File: src/rtl/load_store_unit.sv
`default_nettype none
// +--------------------------------------------------------------------------+
// | load_store_unit                                                          |
// | RV32 load/store unit: alignment and legality checks, byte-lane bus       |
// | mapping, load extraction/extension, bus timeout and flush handling.      |
// | Revision: 1.0                                                            |
// +--------------------------------------------------------------------------+
module load_store_unit #(
  parameter int TIMEOUT = 255
) (
  input  logic        clk,
  input  logic        rst,
  input  logic        req_valid,
  output logic        req_ready,
  input  logic        req_store,
  input  logic [2:0]  req_funct3,
  input  logic [31:0] req_addr,
  input  logic [31:0] req_wdata,
  input  logic [4:0]  req_rd,
  input  logic        flush,
  output logic        mem_req,
  output logic        mem_we,
  output logic [31:0] mem_addr,
  output logic [3:0]  mem_wstrb,
  output logic [31:0] mem_wdata,
  input  logic        mem_ack,
  input  logic [31:0] mem_rdata,
  output logic        resp_valid,
  output logic [31:0] resp_data,
  output logic [4:0]  resp_rd,
  output logic        exc_valid,
  output logic [1:0]  exc_cause,
  output logic [31:0] exc_addr
);

  typedef enum logic [1:0] {
    S_IDLE   = 2'd0,
    S_ACCESS = 2'd1,
    S_RESP   = 2'd2
  } state_t;

  // Counter value of the last ACCESS cycle allowed before a timeout.
  localparam logic [7:0] c_TO_LAST = (TIMEOUT <= 1)   ? 8'd0   :
                                     (TIMEOUT >= 256) ? 8'd255 : 8'(TIMEOUT - 1);
  localparam logic [1:0] c_CAUSE_NONE  = 2'b00;
  localparam logic [1:0] c_CAUSE_MISAL = 2'b01;
  localparam logic [1:0] c_CAUSE_TMO   = 2'b10;
  localparam logic [1:0] c_CAUSE_ILL   = 2'b11;

  state_t      r_state, w_next;
  logic        r_store;
  logic [2:0]  r_funct3;
  logic [31:0] r_addr;
  logic [31:0] r_wdata;
  logic [4:0]  r_rd;
  logic [7:0]  r_cnt;
  logic [31:0] r_data;
  logic [1:0]  r_cause;
  logic        r_squash;

  logic        w_accept;
  logic        w_illegal;
  logic        w_misalign;
  logic        w_timeout;
  logic        w_access;
  logic        w_pulse;
  logic [31:0] w_shift;
  logic [31:0] w_load_data;

  assign req_ready  = (r_state == S_IDLE);
  assign w_accept   = req_valid && req_ready && !flush;
  assign w_access   = (r_state == S_ACCESS);
  assign w_timeout  = w_access && !mem_ack && (r_cnt == c_TO_LAST);

  assign w_illegal  = (req_funct3 == 3'b011) || (req_funct3 == 3'b110) ||
                      (req_funct3 == 3'b111) || (req_store && req_funct3[2]);
  assign w_misalign = ((req_funct3[1:0] == 2'b01) && req_addr[0]) ||
                      ((req_funct3[1:0] == 2'b10) && (req_addr[1:0] != 2'b00));

  // Bring the addressed lane down to bit 0, then extend per width/sign.
  assign w_shift = mem_rdata >> {r_addr[1:0], 3'b000};
  always_comb begin
    w_load_data = w_shift;
    case (r_funct3)
      3'b000:  w_load_data = {{24{w_shift[7]}}, w_shift[7:0]};
      3'b001:  w_load_data = {{16{w_shift[15]}}, w_shift[15:0]};
      3'b100:  w_load_data = {24'd0, w_shift[7:0]};
      3'b101:  w_load_data = {16'd0, w_shift[15:0]};
      default: w_load_data = w_shift;
    endcase
  end

  always_comb begin
    w_next = r_state;
    case (r_state)
      S_IDLE: begin
        if (w_accept)
          w_next = (w_illegal || w_misalign) ? S_RESP : S_ACCESS;
      end
      S_ACCESS: begin
        if (mem_ack || w_timeout)
          w_next = S_RESP;
      end
      S_RESP:  w_next = S_IDLE;
      default: w_next = S_IDLE;
    endcase
  end

  always_ff @(posedge clk) begin
    if (rst) begin
      r_state  <= S_IDLE;
      r_store  <= 1'b0;
      r_funct3 <= 3'd0;
      r_addr   <= 32'd0;
      r_wdata  <= 32'd0;
      r_rd     <= 5'd0;
      r_cnt    <= 8'd0;
      r_data   <= 32'd0;
      r_cause  <= c_CAUSE_NONE;
      r_squash <= 1'b0;
    end else begin
      r_state <= w_next;
      if (w_accept) begin
        r_store  <= req_store;
        r_funct3 <= req_funct3;
        r_addr   <= req_addr;
        r_wdata  <= req_wdata;
        r_rd     <= req_rd;
        r_cnt    <= 8'd0;
        r_data   <= 32'd0;
        r_squash <= 1'b0;
        if (w_illegal)
          r_cause <= c_CAUSE_ILL;
        else if (w_misalign)
          r_cause <= c_CAUSE_MISAL;
        else
          r_cause <= c_CAUSE_NONE;
      end
      if (w_access) begin
        // A flush mid-access lets the bus finish but silences the completion.
        if (flush)
          r_squash <= 1'b1;
        if (mem_ack)
          r_data <= r_store ? 32'd0 : w_load_data;
        else if (w_timeout)
          r_cause <= c_CAUSE_TMO;
        if (r_cnt != 8'hFF)
          r_cnt <= r_cnt + 8'd1;
      end
    end
  end

  assign mem_req  = w_access;
  assign mem_we   = w_access && r_store;
  assign mem_addr = w_access ? {r_addr[31:2], 2'b00} : 32'd0;

  always_comb begin
    mem_wstrb = 4'b0000;
    mem_wdata = 32'd0;
    if (w_access && r_store) begin
      case (r_funct3[1:0])
        2'b00: begin
          mem_wstrb = 4'b0001 << r_addr[1:0];
          mem_wdata = {4{r_wdata[7:0]}};
        end
        2'b01: begin
          mem_wstrb = 4'b0011 << r_addr[1:0];
          mem_wdata = {2{r_wdata[15:0]}};
        end
        default: begin
          mem_wstrb = 4'b1111;
          mem_wdata = r_wdata;
        end
      endcase
    end
  end

  assign w_pulse    = (r_state == S_RESP) && !r_squash && !flush;
  assign resp_valid = w_pulse && (r_cause == c_CAUSE_NONE);
  assign exc_valid  = w_pulse && (r_cause != c_CAUSE_NONE);
  assign resp_data  = resp_valid ? r_data : 32'd0;
  assign resp_rd    = (resp_valid && !r_store) ? r_rd : 5'd0;
  assign exc_cause  = exc_valid ? r_cause : c_CAUSE_NONE;
  assign exc_addr   = exc_valid ? r_addr : 32'd0;

endmodule
`default_nettype wire

File: config.mk
export PLATFORM = sky130hd
export DESIGN_NAME = load_store_unit
export DESIGN_NICKNAME = d
export VERILOG_FILES = /design/src/rtl/load_store_unit.sv
export SDC_FILE = /design/constraint.sdc
export NUM_CORES = 1
export LEC_CHECK = 0
export ABC_AREA = 1
export BUFFER_PORTS_ARGS = -buffer_cell sky130_fd_sc_hd__clkbuf_2
export CAP_MARGIN = 30
export CELL_PAD_IN_SITES_DETAIL_PLACEMENT = 1
export CELL_PAD_IN_SITES_GLOBAL_PLACEMENT = 1
export CORE_MARGIN = 2
export CORE_UTILIZATION = 34
export DETAILED_ROUTE_END_ITERATION = 7
export PLACE_DENSITY_LB_ADDON = 0.1
export SYNTH_ARGS = -nofsm -noshare
export SYNTH_HDL_FRONTEND = slang
export SYNTH_SLANG_ARGS = --single-unit
export TNS_END_PERCENT = 10
File: constraint.sdc
create_clock -name clk -period 3.4 [get_ports clk]
set_input_delay 0.68 -clock clk [delete_from_list [all_inputs] [get_ports clk]]
set_output_delay 0.68 -clock clk [all_outputs]
set_load 0.02 [all_outputs]
# After elaboration in Yosys (flattened, before gate mapping)
# Cells that the tools add are included.
[op_classes]
addsub = 1
n_shift = 3
n_eq_ne = 15
mux = 30
n_reduce_logical = 30
[op_table]
columns = ["operator", "n"]
rows = [
  ["$mux 32", 8],
  ["$pmux 32 s4", 1],
  ["$pmux 32 s2", 1],
  ["$shr 32x5->32", 1],
  ["$mux 8", 3],
  ["$mux 2", 9],
  ["$logic_and 1x1->1", 13],
  ["$eq 3x3->1 const B", 4],
  ["$add 8x1->8 const B", 1],
  ["$eq 8x8->1 const B", 1],
  ["$ne 8x8->1 const B", 1],
  ["$pmux 4 s2", 1],
  ["$eq 2x1->1 const B", 3],
  ["$logic_not 2->1", 3],
  ["$logic_or 1x1->1", 6],
  ["$mux 5", 1],
  ["$eq 2x2->1 const B", 2],
  ["$logic_not 1->1", 4],
  ["$mux 1", 4],
  ["$mux 4", 1],
  ["$ne 2x1->1 const B", 2],
  ["$pmux 2 s2", 1],
  ["$reduce_bool 2->1", 2],
  ["$shl 1x2->4 const A", 1],
  ["5 further kinds", 5],
]
[totals]
ff_bits = 118
output_inout_bits = 144
in_bits = 110
elab_cells = 89

# Depth between registers and ports, before layout
# Gate-level depths: netlist of run 1.
[logic_depth]
ltp_word = 9
ltp_mapped = 10
depth_no_buf = 9

# Worst setup path after synthesis of run 1
# No wires, ideal clock.
[synth_timing]
kind = "input port to output port"
start = "input port flush"
end = "output port resp_data[10]"
required_ns = 2.720
t_arrival_ns = 1.881
stages = 6
path_slack_ns = 0.839
path_cell_list = "inv_1 nand4_1 nor3_2 inv_2 clkbuf_1 nor2_1"
[synth_between]
elab_chain_cells = 4
[synth_rtl]
columns = ["element", "line", "source"]
rows = [
  ["start, declared", "20", "input logic flush,"],
  ["$logic_not 1->1", "178", "assign w_pulse = (r_state == S_RESP) && !r_squash && !flush;"],
  ["$logic_and 1x1->1", "178", ""],
  ["$logic_and 1x1->1", "179", "assign resp_valid = w_pulse && (r_cause == c_CAUSE_NONE);"],
  ["named net resp_valid", "28", "output logic resp_valid,"],
  ["$mux 32", "181", "assign resp_data = resp_valid ? r_data : 32'd0;"],
  ["end, declared", "29", "output logic [31:0] resp_data,"],
]
# The timed path passes the listed nets, and every way through them passes these cells.

# Worst setup path in the final report of run 1
[layout_timing]
start = "register r_funct3[1]"
end = "output port mem_wstrb[2]"
[layout_between]
elab_chain_cells = 3
elab_cells_between_ends = 4
cone_classes = "1 x eq/ne; 2 x mux; 1 x reduce/logical"
[layout_rtl]
columns = ["element", "line", "source"]
rows = [
  ["start, declared", "52", "logic [2:0] r_funct3;"],
  ["start signal, assigned", "125", "r_funct3 <= req_funct3;"],
  ["$eq 2x1->1 / $logic_not 2->1 (equally long branches)", "161", "case (r_funct3[1:0])"],
  ["$pmux 4 s2 (*)", "161", ""],
  ["$mux 4 (*)", "160", "if (w_access && r_store) begin"],
  ["end, declared", "24", "output logic [3:0] mem_wstrb,"],
]
# Mark *: on every way between the ends. The rest lies on a longest branch, timed or not.

==> results of run 1 <==
## placed cells by master, fill, tap and decap left out, types with 7 or more instances in the layout
| master | netlist | final |
|---|---|---|
| inv_2 | 8 | 9 |
| clkbuf_2 | 0 | 251 |
| clkbuf_16 | 0 | 17 |
| o21ai_1 | 9 | 9 |
| dfxtp_1 | 118 | 118 |
| nor2_1 | 220 | 219 |
| nand3_1 | 38 | 38 |
| buf_4 | 6 | 9 |
| o221ai_1 | 7 | 7 |
| o21ai_0 | 97 | 97 |
| a21oi_1 | 79 | 79 |
| inv_1 | 110 | 109 |
| nand2_1 | 205 | 205 |
## tightest hold or removal path, stage by stage, from the launching register on
cell     delay [ns]
dfxtp_1        0.31
nand2_1        0.06
nand2_1        0.04
## sequential cells by signal, summed over array words and instances, names as in the netlist
signal and cells:
r_cause 2, r_addr 32, r_squash 1, r_wdata 32, r_cnt 8, r_funct3 3, r_store 1, r_state 2
r_rd 5, r_data 32
## layer usage
| layer | global-route usage | vias up | routed length [µm] |
|---|---|---|---|
| met5 | 0 | - | 0 |
| met4 | 0.0659 | 0 | 344 |
| met3 | 0.0695 | 22 | 1560 |
| met2 | 0.393 | 212 | 10600 |
| met1 | 0.274 | 3184 | 9220 |
| li1 | - | 3493 | - |
## kinds of logic (layout without fill, tap and decap cells)
family	Yosys count	count (layout)	share of synthesized area
AOI/OAI and AO/OA	195	195	0.166
adders and majority gates	2	2	0.00412
buffers and inverters	178	411	0.117
DFF	118	118	0.389
other	1	2	0.000618
and+or+nand+nor	484	484	0.323
## synthesized netlist by cell type (2+ instances only)
master    instances
nor2_1          220
clkbuf_1         37
inv_2             8
dfxtp_1         118
o221ai_1          7
nand3_1          38
nand2_2           2
buf_2            14
nand2_1         205
nor2_4            4
o211ai_1          2
nand3_2           3
a21oi_1          79
o21ai_0          97
nand4_1           2
buf_4             6
nor3_1            3
or2_2             3
ha_1              2
buf_1             3
inv_1           110
o21ai_1           9
## cell type report
type	instances	area, µm²
sequential	118	2360
tap	225	282
fill	2399	9320
inverter	118	443
clock inverter	8	98.8
clock buffer	23	478
multi-input combinational	683	3010
timing repair buffer	262	1360
## power by group through the flow
stage	clock (mW)	sequential, mW	combinational [mW]
floorplan	0	1.51	0.330
global placement	0	1.53	0.492
detailed placement	0	1.53	0.500
CTS	1.81	1.50	0.504
global route	1.87	1.51	0.567
finish	1.78	1.50	0.497
## worst paths after layout
path	from	endpoint	slack [ns]	cells past startpoint
max	r_funct3[1]	mem_wstrb[2]	0.50	9
min	r_data[22]	r_data[22]	0.45	2
max reg2reg	r_addr[1]	r_data[21]	1.25	6
min reg2reg	r_data[22]	r_data[22]	0.45	2
## stage by stage
stage | util | hold slack, ns | power (mW) | cell area (µm²) | setup slack [ns]
after detailed placement | 0.430 | 0.444 | 2.03 | 7460 | 0.707
after floorplan | - | 0.426 | 1.84 | 6070 | 0.839
after CTS | 0.463 | 0.455 | 3.81 | 8030 | 0.491
after global routing | 0.463 | 0.473 | 3.95 | 8030 | 0.216
final | 0.463 | 0.452 | 3.78 | 8030 | 0.497
after global placement | 0.429 | 0.440 | 2.02 | 7440 | 0.423
==> report_table.html, run 1 <==
<table>
<tr><th>Metric</th><th>Value</th></tr>
<tr><th colspan="2">Outcome</th></tr>
<tr><td>Run status</td><td>complete, no violations</td></tr>
<tr><th colspan="2">Cells and area</th></tr>
<tr><td>Layout Nets</td><td>around 1300</td></tr>
<tr><td>Share of layout cells above drive strength 1</td><td>0.260</td></tr>
<tr><td>Filler-free cell count of the finished design</td><td>1437</td></tr>
<tr><td>Ant. Diodes</td><td>0</td></tr>
<tr><td>Area Growth Syn to Fin</td><td>32.4%</td></tr>
<tr><th colspan="2">Timing</th></tr>
<tr><td>Number of setup violations in the final report</td><td>0</td></tr>
<tr><td>Normalized max-slew margin</td><td>0.516</td></tr>
<tr><td>Slew of the pin with the lowest slew margin</td><td>roughly 0.72 ns</td></tr>
<tr><td>Unrepaired setup endpoints after global routing</td><td>no</td></tr>
<tr><td>Share of the clock period used by the worst path</td><td>0.854</td></tr>
<tr><td>Max Clock Freq</td><td>344 MHz</td></tr>
<tr><td>Slew Limit Fails</td><td>0</td></tr>
<tr><td>Minimum clock period</td><td>2.90 ns</td></tr>
<tr><td>Worst clock skew on the final layout</td><td>~0.0076 ns</td></tr>
<tr><td>Final hold vios</td><td>0</td></tr>
<tr><td>Post-route setup TNS</td><td>0 ns</td></tr>
<tr><th colspan="2">Min path</th></tr>
<tr><td>Worst Hold Class</td><td>flip-flop to flip-flop</td></tr>
<tr><th colspan="2">Place</th></tr>
<tr><td>Routability congestion estimate from global placement</td><td>roughly 0.79</td></tr>
<tr><td>Number of cells after detailed placement</td><td>around 1400</td></tr>
<tr><td>Buffers on Ports</td><td>251</td></tr>
<tr><td>Half-perimeter wire length after detailed placement</td><td>16200 µm</td></tr>
<tr><th colspan="2">Floorplan</th></tr>
<tr><td>Area of the die</td><td>about 19000 µm²</td></tr>
<tr><td>Total core area</td><td>17400 µm²</td></tr>
<tr><td>Die X-Extent</td><td>138 µm</td></tr>
<tr><td>Initial Util</td><td>0.350</td></tr>
<tr><td>Die Height</td><td>138 µm</td></tr>
<tr><td>Top-level port count</td><td>roughly 250</td></tr>
<tr><td>Site Rows</td><td>48</td></tr>
<tr><th colspan="2">Power and ir drop</th></tr>
<tr><td>Part of the total power dissipated in the clock network</td><td>0.472</td></tr>
<tr><td>Internal Pwr Total</td><td>approximately 2.7 mW</td></tr>
<tr><td>Maximum VDD drop</td><td>0.354 mV</td></tr>
<tr><td>Switching share of total power</td><td>0.273</td></tr>
<tr><td>PD cells</td><td>470 nW/µm²</td></tr>
<tr><td>Logic pwr share</td><td>0.132</td></tr>
<tr><td>Static leakage power</td><td>3.85 nW</td></tr>
<tr><td>Sw Pwr</td><td>just over 1 mW</td></tr>
<tr><td>Part of the power in registers</td><td>0.397</td></tr>
<tr><th colspan="2">Synth</th></tr>
<tr><td>Post-synth EDFFs</td><td>0</td></tr>
<tr><td>Dominant cell type by area after synthesis</td><td>dfxtp_1</td></tr>
<tr><td>Post-synthesis average cell area</td><td>6.20 µm²</td></tr>
<tr><td>Ys async rst share</td><td>0</td></tr>
<tr><td>Synthesized instance count</td><td>978</td></tr>
<tr><td>Register area share after synthesis</td><td>0.389</td></tr>
<tr><td>Flip-flop and latch count after synthesis</td><td>118</td></tr>
<tr><td>Top cell type's share of synthesized area</td><td>0.389</td></tr>
<tr><td>Yosys warning total</td><td>0</td></tr>
<tr><td>Most used flip-flop cell after synthesis</td><td>dfxtp_1</td></tr>
<tr><td>Top cells by area in the synthesized netlist</td><td>dfxtp_1 39%, nor2_1 14%, nand2_1 13%</td></tr>
<tr><td>Cell variety after synth</td><td>28</td></tr>
<tr><td>Mapped Area</td><td>6070 µm²</td></tr>
<tr><th colspan="2">GRT</th></tr>
<tr><td>Number of antenna violations at the first check in global routing</td><td>0</td></tr>
<tr><td>Overflow after GRT</td><td>0</td></tr>
<tr><td>Vias in the first global route</td><td>~6700</td></tr>
<tr><td>Wire length of the first global-routing pass</td><td>33600 µm</td></tr>
<tr><td>Gr usage total</td><td>0.228</td></tr>
<tr><td>Pin count of the biggest net entering global routing</td><td>125</td></tr>
<tr><th colspan="2">Worst setup path</th></tr>
<tr><td>Cell-by-cell trace of the critical path</td><td>buf_4 -&gt; inv_2 -&gt; nand2_1 -&gt; inv_1 -&gt; nand3_1 -&gt; o21ai_0 -&gt; o21ai_0 -&gt; inv_1 -&gt; clkbuf_2</td></tr>
<tr><td>Critical path's largest stage delay</td><td>0.39 ns</td></tr>
<tr><td>Setup crit end kind</td><td>primary output</td></tr>
<tr><td>Total buffers and inverters traversed by the critical path</td><td>5</td></tr>
<tr><td>Cell at the slowest stage of the critical path</td><td>nand2_1</td></tr>
<tr><td>Worst path arrival time</td><td>2.22 ns</td></tr>
<tr><td>CP Max Fanout</td><td>20</td></tr>
<tr><td>Worst EP required</td><td>2.72 ns</td></tr>
<tr><td>Startpoint type of the worst setup path</td><td>flip-flop</td></tr>
<tr><td>Startpoint-to-endpoint class of the critical path</td><td>flip-flop to primary output</td></tr>
<tr><td>Cell family with the largest share of critical-path delay</td><td>buffers and inverters</td></tr>
<tr><th colspan="2">Drt</th></tr>
<tr><td>Via count</td><td>6911</td></tr>
<tr><td>DRC violations left</td><td>0</td></tr>
<tr><td>Number of antenna-violating nets in the routed design</td><td>0</td></tr>
<tr><td>Iteration-0 DRC Markers</td><td>about 230</td></tr>
<tr><td>Number of detailed-routing iterations run before antenna repair</td><td>4</td></tr>
<tr><td>DR WL/cell</td><td>between 15 and 20 µm</td></tr>
<tr><td>Average vias per placed instance</td><td>4.81</td></tr>
<tr><td>Routed Wire Length</td><td>about 22000 µm</td></tr>
<tr><th colspan="2">Clock tree</th></tr>
<tr><td>Total number of clock tree sinks</td><td>118</td></tr>
<tr><td>Clock root buffer</td><td>clkbuf_16</td></tr>
<tr><td>Post-CTS clock slew at the launch and capture registers of the worst setup and hold paths</td><td>0.06 ns</td></tr>
<tr><td>TritonCTS Buffers</td><td>17</td></tr>
<tr><td>PostCTS Resize Cnt</td><td>0</td></tr>
<tr><td>Post CTS Setup Buffer Count</td><td>0</td></tr>
<tr><td>Clock Tree Buf Depth</td><td>2</td></tr>
<tr><td>Number of buffers inserted by hold repair at cts</td><td>0</td></tr>
<tr><td>Clock tree from TritonCTS</td><td>yes</td></tr>
<tr><td>H-tree depth</td><td>4</td></tr>
<tr><td>Clock latency of the later-clocked register in the worst-skew pair</td><td>0.42 ns</td></tr>
<tr><th colspan="2">Run</th></tr>
<tr><td>Maximum capacitance violations</td><td>0</td></tr>
</table>
Power figures use the tool's default switching activity.
==> inputs of run 2 (changes only) <==
--- a/config.mk
+++ b/config.mk
@@ -12,6 +12,7 @@
 export CELL_PAD_IN_SITES_GLOBAL_PLACEMENT = 1
 export CORE_MARGIN = 2
 export CORE_UTILIZATION = 34
+export CTS_BUF_LIST = sky130_fd_sc_hd__clkbuf_16
 export DETAILED_ROUTE_END_ITERATION = 7
 export PLACE_DENSITY_LB_ADDON = 0.1
 export SYNTH_ARGS = -nofsm -noshare
==> run 2 against run 1 <==
  * Cell count unchanged
  * Combinational power about the same
  * Clock power decreased by 4%
  * Flip-flop and latch count unchanged
  * Count of clock-buffer cells in the layout is 6 lower
  * Worst hold slack hardly changed
  * Fmax is 0.49% higher
  * Sequential share of layout area up 0.11 points
  * Sequential power barely moved
  * Largest cell class unchanged
  * Largest power group unchanged
  * Highest routed layer unchanged
==> report_table.html, run 2 (synthesized netlist as in run 1, its figures left out) <==
<table>
<tr><th>Metric</th><th>Value</th></tr>
<tr><th colspan="2">Clock tree</th></tr>
<tr><td>Number of buffers inserted by hold repair at cts</td><td>0</td></tr>
<tr><td>H-tree depth</td><td>4</td></tr>
<tr><td>Clock root buffer</td><td>clkbuf_16</td></tr>
<tr><td>Clock tree from TritonCTS</td><td>yes</td></tr>
<tr><td>Clock latency of the later-clocked register in the worst-skew pair</td><td>about 0.42 ns</td></tr>
<tr><td>PostCTS Resize Cnt</td><td>0</td></tr>
<tr><td>Post CTS Setup Buffer Count</td><td>0</td></tr>
<tr><td>TritonCTS Buffers</td><td>17</td></tr>
<tr><td>Clock Tree Buf Depth</td><td>2</td></tr>
<tr><td>Post-CTS clock slew at the launch and capture registers of the worst setup and hold paths</td><td>0.05 ns</td></tr>
<tr><td>Total number of clock tree sinks</td><td>around 120</td></tr>
<tr><th colspan="2">Timing</th></tr>
<tr><td>Slew Limit Fails</td><td>0</td></tr>
<tr><td>Slew of the pin with the lowest slew margin</td><td>~0.74 ns</td></tr>
<tr><td>Unrepaired setup endpoints after global routing</td><td>no</td></tr>
<tr><td>Normalized max-slew margin</td><td>0.507</td></tr>
<tr><td>Final hold vios</td><td>0</td></tr>
<tr><td>Number of setup violations in the final report</td><td>0</td></tr>
<tr><td>Worst clock skew on the final layout</td><td>0.00837 ns</td></tr>
<tr><td>Minimum clock period</td><td>2.89 ns</td></tr>
<tr><td>Post-route setup TNS</td><td>0 ns</td></tr>
<tr><td>Max Clock Freq</td><td>346 MHz</td></tr>
<tr><td>Share of the clock period used by the worst path</td><td>0.850</td></tr>
<tr><th colspan="2">Cells and area</th></tr>
<tr><td>Area Growth Syn to Fin</td><td>31.9%</td></tr>
<tr><td>Number of filler instances in the final layout</td><td>between 2000 and 2500</td></tr>
<tr><td>Commonest non-fill, non-tap cell in the layout</td><td>clkbuf_2</td></tr>
<tr><td>Largest regs</td><td>r_addr x32, r_data x32, r_wdata x32</td></tr>
<tr><td>Leading cell types in the layout, fill and taps excluded</td><td>251 x clkbuf_2, 219 x nor2_1, 205 x nand2_1</td></tr>
<tr><td>Layout Nets</td><td>1312</td></tr>
<tr><td>Share of layout cells above drive strength 1</td><td>0.257</td></tr>
<tr><td>Sequential cell area</td><td>around 2400 µm²</td></tr>
<tr><td>Ant. Diodes</td><td>0</td></tr>
<tr><td>Multi-input logic area</td><td>3010 µm²</td></tr>
<tr><th colspan="2">Worst setup path</th></tr>
<tr><td>Cell at the slowest stage of the critical path</td><td>nand2_1</td></tr>
<tr><td>Worst EP required</td><td>2.72 ns</td></tr>
<tr><td>Critical path's largest stage delay</td><td>roughly 0.38 ns</td></tr>
<tr><td>Startpoint-to-endpoint class of the critical path</td><td>flip-flop to primary output</td></tr>
<tr><td>Worst path arrival time</td><td>2.21 ns</td></tr>
<tr><td>Cell-by-cell trace of the critical path</td><td>buf_4 -&gt; inv_2 -&gt; nand2_1 -&gt; inv_1 -&gt; nand3_1 -&gt; o21ai_0 -&gt; o21ai_0 -&gt; inv_1 -&gt; clkbuf_2</td></tr>
<tr><td>CP Max Fanout</td><td>20</td></tr>
<tr><td>Setup crit end kind</td><td>primary output</td></tr>
<tr><td>Startpoint type of the worst setup path</td><td>flip-flop</td></tr>
<tr><th colspan="2">GRT</th></tr>
<tr><td>Vias in the first global route</td><td>6652</td></tr>
<tr><td>Wire length of the first global-routing pass</td><td>33400 µm</td></tr>
<tr><td>Pin count of the biggest net entering global routing</td><td>125</td></tr>
<tr><td>Gr usage total</td><td>0.227</td></tr>
<tr><td>Number of antenna violations at the first check in global routing</td><td>0</td></tr>
<tr><td>Overflow after GRT</td><td>0</td></tr>
<tr><th colspan="2">Outcome</th></tr>
<tr><td>Run status</td><td>complete, no violations</td></tr>
<tr><th colspan="2">Drt</th></tr>
<tr><td>Routed length on met1</td><td>9310 µm</td></tr>
<tr><td>Iteration-0 DRC Markers</td><td>279</td></tr>
<tr><td>Max layer used</td><td>met4</td></tr>
<tr><td>Routed Wire Length</td><td>21700 µm</td></tr>
<tr><td>Amount of wire on met3 after detailed routing</td><td>1470 µm</td></tr>
<tr><td>Average vias per placed instance</td><td>4.77</td></tr>
<tr><td>DRC violations left</td><td>0</td></tr>
<tr><td>Number of antenna-violating nets in the routed design</td><td>0</td></tr>
<tr><td>DR WL/cell</td><td>15.1 µm</td></tr>
<tr><td>Number of detailed-routing iterations run before antenna repair</td><td>4</td></tr>
<tr><td>Via count</td><td>between 6000 and 7000</td></tr>
<tr><td>Met2 WL post-DR</td><td>10600 µm</td></tr>
<tr><th colspan="2">Power and ir drop</th></tr>
<tr><td>Sw Pwr</td><td>1.03 mW</td></tr>
<tr><td>Logic pwr share</td><td>0.134</td></tr>
<tr><td>Internal Pwr Total</td><td>2.67 mW</td></tr>
<tr><td>Static leakage power</td><td>3.84 nW</td></tr>
<tr><td>Switching share of total power</td><td>0.277</td></tr>
<tr><td>PD cells</td><td>roughly 460 nW/µm²</td></tr>
<tr><td>Total Power</td><td>3.70 mW</td></tr>
<tr><td>Maximum VDD drop</td><td>0.352 mV</td></tr>
<tr><td>Part of the power in registers</td><td>0.406</td></tr>
<tr><td>Part of the total power dissipated in the clock network</td><td>0.460</td></tr>
<tr><th colspan="2">Min path</th></tr>
<tr><td>Worst Hold Class</td><td>flip-flop to flip-flop</td></tr>
<tr><th colspan="2">Floorplan</th></tr>
<tr><td>Total core area</td><td>17400 µm²</td></tr>
<tr><td>Initial Util</td><td>0.350</td></tr>
<tr><td>Die X-Extent</td><td>138 µm</td></tr>
<tr><td>Site Rows</td><td>48</td></tr>
<tr><td>Top-level port count</td><td>~250</td></tr>
<tr><td>Die Height</td><td>138 µm</td></tr>
<tr><td>Area of the die</td><td>18900 µm²</td></tr>
<tr><th colspan="2">Place</th></tr>
<tr><td>Routability congestion estimate from global placement</td><td>0.792</td></tr>
<tr><td>Buffers on Ports</td><td>251</td></tr>
<tr><td>Half-perimeter wire length after detailed placement</td><td>16200 µm</td></tr>
<tr><th colspan="2">Run</th></tr>
<tr><td>Maximum capacitance violations</td><td>0</td></tr>
</table>
run 2: cell types whose count changed in the layout (fill, tap and decap cells not counted):
cell      change
inv_1         +3
clkbuf_1      -3
clkinv_1      +3
clkbuf_8      -3
run 2: area by class of cell:
class / count / share of cell area
Clock buffer: 17 / 0.0532
Clock inverter: 14 / 0.0152
Inverter: 118 / 0.0553
Multi-Input combinational cell: 683 / 0.376
Sequential cell: 118 / 0.295
Tap cell: 225 / 0.0352
Timing Repair Buffer: 262 / 0.170
run 2: critical path: cells and delay by family (launching register included):
family	cells	cell delay (ns)
buffers and inverters	5	0.77
AO/OA/AOI/OAI	2	0.24
AND/OR/NAND/NOR	2	0.46
flip-flops	1	0.31
run 2: path summary, 6_finish.rpt:
| check | start | end | slack [ns] | cells after the start |
|---|---|---|---|---|
| min reg2reg | r_data[28] | r_data[28] | 0.45 | 2 |
| max | r_funct3[1] | mem_wstrb[2] | 0.51 | 9 |
| min | r_data[28] | r_data[28] | 0.45 | 2 |
| max reg2reg | r_addr[1] | r_data[21] | 1.24 | 6 |
run 2: routing by layer:
metal,GRT usage,vias up
li1,-,3493
met1,0.274,3148
met2,0.392,195
met3,0.0695,16
met4,0.0601,0
met5,0,-
run 2: power groups by stage:
stage	registers (mW)	logic, mW	clock network, mW
floorplan	1.51	0.330	0
global placement	1.53	0.492	0
detailed placement	1.53	0.500	0
CTS	1.50	0.504	1.73
global route	1.51	0.567	1.79
finish	1.50	0.496	1.70
run 2: metrics by stage:
| stage | hold slack, ns | worst slack [ns] | cell area (µm²) | instances | util |
|---|---|---|---|---|---|
| after floorplan | 0.426 | 0.839 | 6070 | 979 | - |
| after global placement | 0.440 | 0.423 | 7440 | 1405 | 0.429 |
| after detailed placement | 0.444 | 0.707 | 7460 | 1406 | 0.430 |
| after CTS | 0.455 | 0.495 | 8000 | 1437 | 0.461 |
| after global routing | 0.473 | 0.223 | 8000 | 1437 | 0.461 |
| final | 0.452 | 0.511 | 8000 | 1437 | 0.461 |
==> inputs of run 3 (changes only) <==
--- a/config.mk
+++ b/config.mk
@@ -11,7 +11,7 @@
 export CELL_PAD_IN_SITES_DETAIL_PLACEMENT = 1
 export CELL_PAD_IN_SITES_GLOBAL_PLACEMENT = 1
 export CORE_MARGIN = 2
-export CORE_UTILIZATION = 34
+export CORE_UTILIZATION = 32
 export CTS_BUF_LIST = sky130_fd_sc_hd__clkbuf_16
 export DETAILED_ROUTE_END_ITERATION = 7
 export PLACE_DENSITY_LB_ADDON = 0.1
==> constraint.sdc (replaced) <==
create_clock -name clk -period 2.7 [get_ports clk]
set_input_delay 0.54 -clock clk [delete_from_list [all_inputs] [get_ports clk]]
set_output_delay 0.54 -clock clk [all_outputs]
set_load 0.02 [all_outputs]
==> run 3 against run 2 <==
  * Global-route usage shrank 0.23 points
  * Routed wire length grew 4.0%
  * Worst setup slack lost 0.37 ns
  * Worst hold slack lost 0.075 ns
  * Total power grew 34%
  * Largest cell class unchanged
  * Highest routed layer unchanged
==> report_table.html, run 3 (synthesized netlist as in run 1, its figures left out) <==
<table>
<tr><th>Metric</th><th>Value</th></tr>
<tr><th colspan="2">Outcome</th></tr>
<tr><td>Run status</td><td>complete, no violations</td></tr>
<tr><th colspan="2">GRT</th></tr>
<tr><td>Number of antenna violations at the first check in global routing</td><td>0</td></tr>
<tr><td>Pin count of the biggest net entering global routing</td><td>93</td></tr>
<tr><td>Overflow after GRT</td><td>0</td></tr>
<tr><td>Gr usage total</td><td>0.225</td></tr>
<tr><td>Gr busiest metal</td><td>met2</td></tr>
<tr><td>Met3 Usage GRT</td><td>0.0607</td></tr>
<tr><td>Met2 Usage GRT</td><td>0.396</td></tr>
<tr><td>Vias in the first global route</td><td>6829</td></tr>
<tr><td>Global Route met1 Usage</td><td>0.268</td></tr>
<tr><td>Wire length of the first global-routing pass</td><td>between 30000 and 40000 µm</td></tr>
<tr><th colspan="2">Timing</th></tr>
<tr><td>Max Clock Freq</td><td>390 MHz</td></tr>
<tr><td>Worst clock skew on the final layout</td><td>0.00781 ns</td></tr>
<tr><td>Slew of the pin with the lowest slew margin</td><td>0.796 ns</td></tr>
<tr><td>Share of the clock period used by the worst path</td><td>0.949</td></tr>
<tr><td>Slew Limit Fails</td><td>0</td></tr>
<tr><td>Post-route setup TNS</td><td>0 ns</td></tr>
<tr><td>Minimum clock period</td><td>about 2.6 ns</td></tr>
<tr><td>Normalized max-slew margin</td><td>0.470</td></tr>
<tr><td>Number of setup violations in the final report</td><td>0</td></tr>
<tr><td>Unrepaired setup endpoints after global routing</td><td>yes</td></tr>
<tr><td>Final hold vios</td><td>0</td></tr>
<tr><th colspan="2">Worst setup path</th></tr>
<tr><td>Startpoint-to-endpoint class of the critical path</td><td>flip-flop to primary output</td></tr>
<tr><td>Launching point of the worst reg2reg path</td><td>r_state[1]</td></tr>
<tr><td>Worst reg2reg setup slack</td><td>0.56 ns</td></tr>
<tr><td>Startpoint type of the worst setup path</td><td>flip-flop</td></tr>
<tr><td>RR Endpoint</td><td>r_wdata[27]</td></tr>
<tr><td>Setup crit end kind</td><td>primary output</td></tr>
<tr><td>Worst path arrival time</td><td>2.02 ns</td></tr>
<tr><td>Logic depth of the worst register-to-register path</td><td>6</td></tr>
<tr><td>Worst EP required</td><td>2.16 ns</td></tr>
<tr><td>CP Max Fanout</td><td>10</td></tr>
<tr><th colspan="2">Place</th></tr>
<tr><td>Number of cells after detailed placement</td><td>1418</td></tr>
<tr><td>Routability congestion estimate from global placement</td><td>0.794</td></tr>
<tr><td>Half-perimeter wire length after detailed placement</td><td>16700 µm</td></tr>
<tr><td>Buffers on Ports</td><td>~250</td></tr>
<tr><th colspan="2">Floorplan</th></tr>
<tr><td>Die X-Extent</td><td>142 µm</td></tr>
<tr><td>Total core area</td><td>18600 µm²</td></tr>
<tr><td>Site Rows</td><td>50</td></tr>
<tr><td>Area of the die</td><td>20100 µm²</td></tr>
<tr><td>Top-level port count</td><td>254</td></tr>
<tr><td>Die Height</td><td>around 140 µm</td></tr>
<tr><td>Initial Util</td><td>0.325</td></tr>
<tr><th colspan="2">Clock tree</th></tr>
<tr><td>Total number of clock tree sinks</td><td>118</td></tr>
<tr><td>Number of buffers inserted by hold repair at cts</td><td>0</td></tr>
<tr><td>Clock tree from TritonCTS</td><td>yes</td></tr>
<tr><td>Post-CTS clock slew at the launch and capture registers of the worst setup and hold paths</td><td>approximately 0.06 ns</td></tr>
<tr><td>Clock latency of the later-clocked register in the worst-skew pair</td><td>approximately 0.42 ns</td></tr>
<tr><td>H-tree depth</td><td>4</td></tr>
<tr><td>Post CTS Setup Buffer Count</td><td>0</td></tr>
<tr><td>TritonCTS Buffers</td><td>17</td></tr>
<tr><td>Clock root buffer</td><td>clkbuf_16</td></tr>
<tr><td>Clock Tree Buf Depth</td><td>2</td></tr>
<tr><th colspan="2">Cells and area</th></tr>
<tr><td>Share of layout cells above drive strength 1</td><td>0.261</td></tr>
<tr><td>Ant. Diodes</td><td>0</td></tr>
<tr><td>Filler-free cell count of the finished design</td><td>1450</td></tr>
<tr><td>Leading cell types in the layout, fill and taps excluded</td><td>251 x clkbuf_2, 219 x nor2_1, 205 x nand2_1</td></tr>
<tr><td>Area Growth Syn to Fin</td><td>33.8%</td></tr>
<tr><td>Commonest non-fill, non-tap cell in the layout</td><td>clkbuf_2</td></tr>
<tr><td>Largest regs</td><td>r_addr x32, r_data x32, r_wdata x32</td></tr>
<tr><td>Number of filler instances in the final layout</td><td>2528</td></tr>
<tr><td>Layout Nets</td><td>between 1000 and 1500</td></tr>
<tr><th colspan="2">Power and ir drop</th></tr>
<tr><td>Switching share of total power</td><td>0.263</td></tr>
<tr><td>Part of the total power dissipated in the clock network</td><td>0.490</td></tr>
<tr><td>Part of the power in registers</td><td>0.381</td></tr>
<tr><td>Internal Pwr Total</td><td>3.65 mW</td></tr>
<tr><td>Sw Pwr</td><td>1.30 mW</td></tr>
<tr><td>PD cells</td><td>610 nW/µm²</td></tr>
<tr><td>Static leakage power</td><td>3.89 nW</td></tr>
<tr><td>Total Power</td><td>4.95 mW</td></tr>
<tr><td>Logic pwr share</td><td>0.129</td></tr>
<tr><td>Maximum VDD drop</td><td>0.444 mV</td></tr>
<tr><th colspan="2">Drt</th></tr>
<tr><td>Iteration-0 DRC Markers</td><td>244</td></tr>
<tr><td>Routed Wire Length</td><td>approximately 23000 µm</td></tr>
<tr><td>Average vias per placed instance</td><td>~4.7</td></tr>
<tr><td>DR WL/cell</td><td>15.5 µm</td></tr>
<tr><td>Number of detailed-routing iterations run before antenna repair</td><td>4</td></tr>
<tr><td>Via count</td><td>6846</td></tr>
<tr><td>Number of antenna-violating nets in the routed design</td><td>0</td></tr>
<tr><td>DRC violations left</td><td>0</td></tr>
<tr><th colspan="2">Min path</th></tr>
<tr><td>Worst Hold Class</td><td>input port to flip-flop</td></tr>
<tr><td>Hold Startpoint</td><td>req_wdata[31]</td></tr>
<tr><td>Endpoint with the worst hold slack</td><td>r_wdata[31]</td></tr>
<tr><td>Number of instances on the worst hold path</td><td>3</td></tr>
<tr><th colspan="2">Run</th></tr>
<tr><td>Maximum capacitance violations</td><td>0</td></tr>
</table>
## run 3: cell types whose count changed in the layout (fill, tap and decap cells not counted)
| cell | before | now |
|---|---|---|
| buf_4 | 9 | 13 |
| nand2_4 | 0 | 1 |
| bufinv_16 | 2 | 5 |
| inv_1 | 112 | 111 |
| nand2_2 | 2 | 1 |
| clkinvlp_4 | 2 | 4 |
| buf_8 | 1 | 0 |
| clkinv_4 | 1 | 0 |
| clkinv_2 | 3 | 1 |
## run 3: cell type report
class / instances / area (µm²) / share of cell area
Timing Repair inverter: 1 / 7.51 / 0.000925
Multi-Input combinational cell: 683 / 3020 / 0.372
Sequential cell: 118 / 2360 / 0.291
Clock inverter: 14 / 193 / 0.0237
Tap cell: 234 / 293 / 0.0361
Clock buffer: 17 / 425 / 0.0524
Timing Repair Buffer: 265 / 1370 / 0.169
Inverter: 118 / 447 / 0.0550
## run 3: power by group through the flow
stage | sequential, mW | combinational (mW) | clock [mW]
after CTS | 1.89 | 0.651 | 2.47
after detailed placement | 1.92 | 0.649 | 0
final | 1.89 | 0.641 | 2.43
after global routing | 1.90 | 0.731 | 2.56
after floorplan | 1.91 | 0.416 | 0
after global placement | 1.92 | 0.639 | 0
## run 3: worst max-delay path, stage by stage, from the launching register on
cell and delay (ns):
dfxtp_1 0.44, nand2_4 0.17, nor2_4 0.22, buf_4 0.22
o221ai_1 0.15, nor2_1 0.19, clkbuf_2 0.20
## run 3: per-stage QoR
stage	hold slack, ns	area [µm²]	setup slack (ns)	utilization
finish	0.377	8120	0.138	0.435
global route	0.373	8120	-0.0120	0.435
CTS	0.360	8100	-0.0276	0.434
detailed placement	0.441	7480	0.286	0.401
global placement	0.440	7480	0.381	0.401
floorplan	0.426	6070	0.419	-
## run 3: worst max-delay path by stage
| stage | startpoint | to |
|---|---|---|
| floorplan | flush | resp_data[10] |
| global placement | flush | resp_data[23] |
| detailed placement | flush | resp_data[19] |
| CTS | r_state[1] | mem_wdata[19] |
| global route | r_state[1] | resp_data[16] |
| finish | r_state[0] | mem_wdata[26] |
## run 3: timing repair
action / CTS / global route
setup endpoints to repair: 5 / 23
resized for setup: 0 / 3
cloned: 0 / 1
## run 3: routing by layer
metal	part of all wire	wire length, µm
met1	0.43	9600
met2	0.49	11100
met3	0.067	1510
met5	0	0
met4	0.015	332
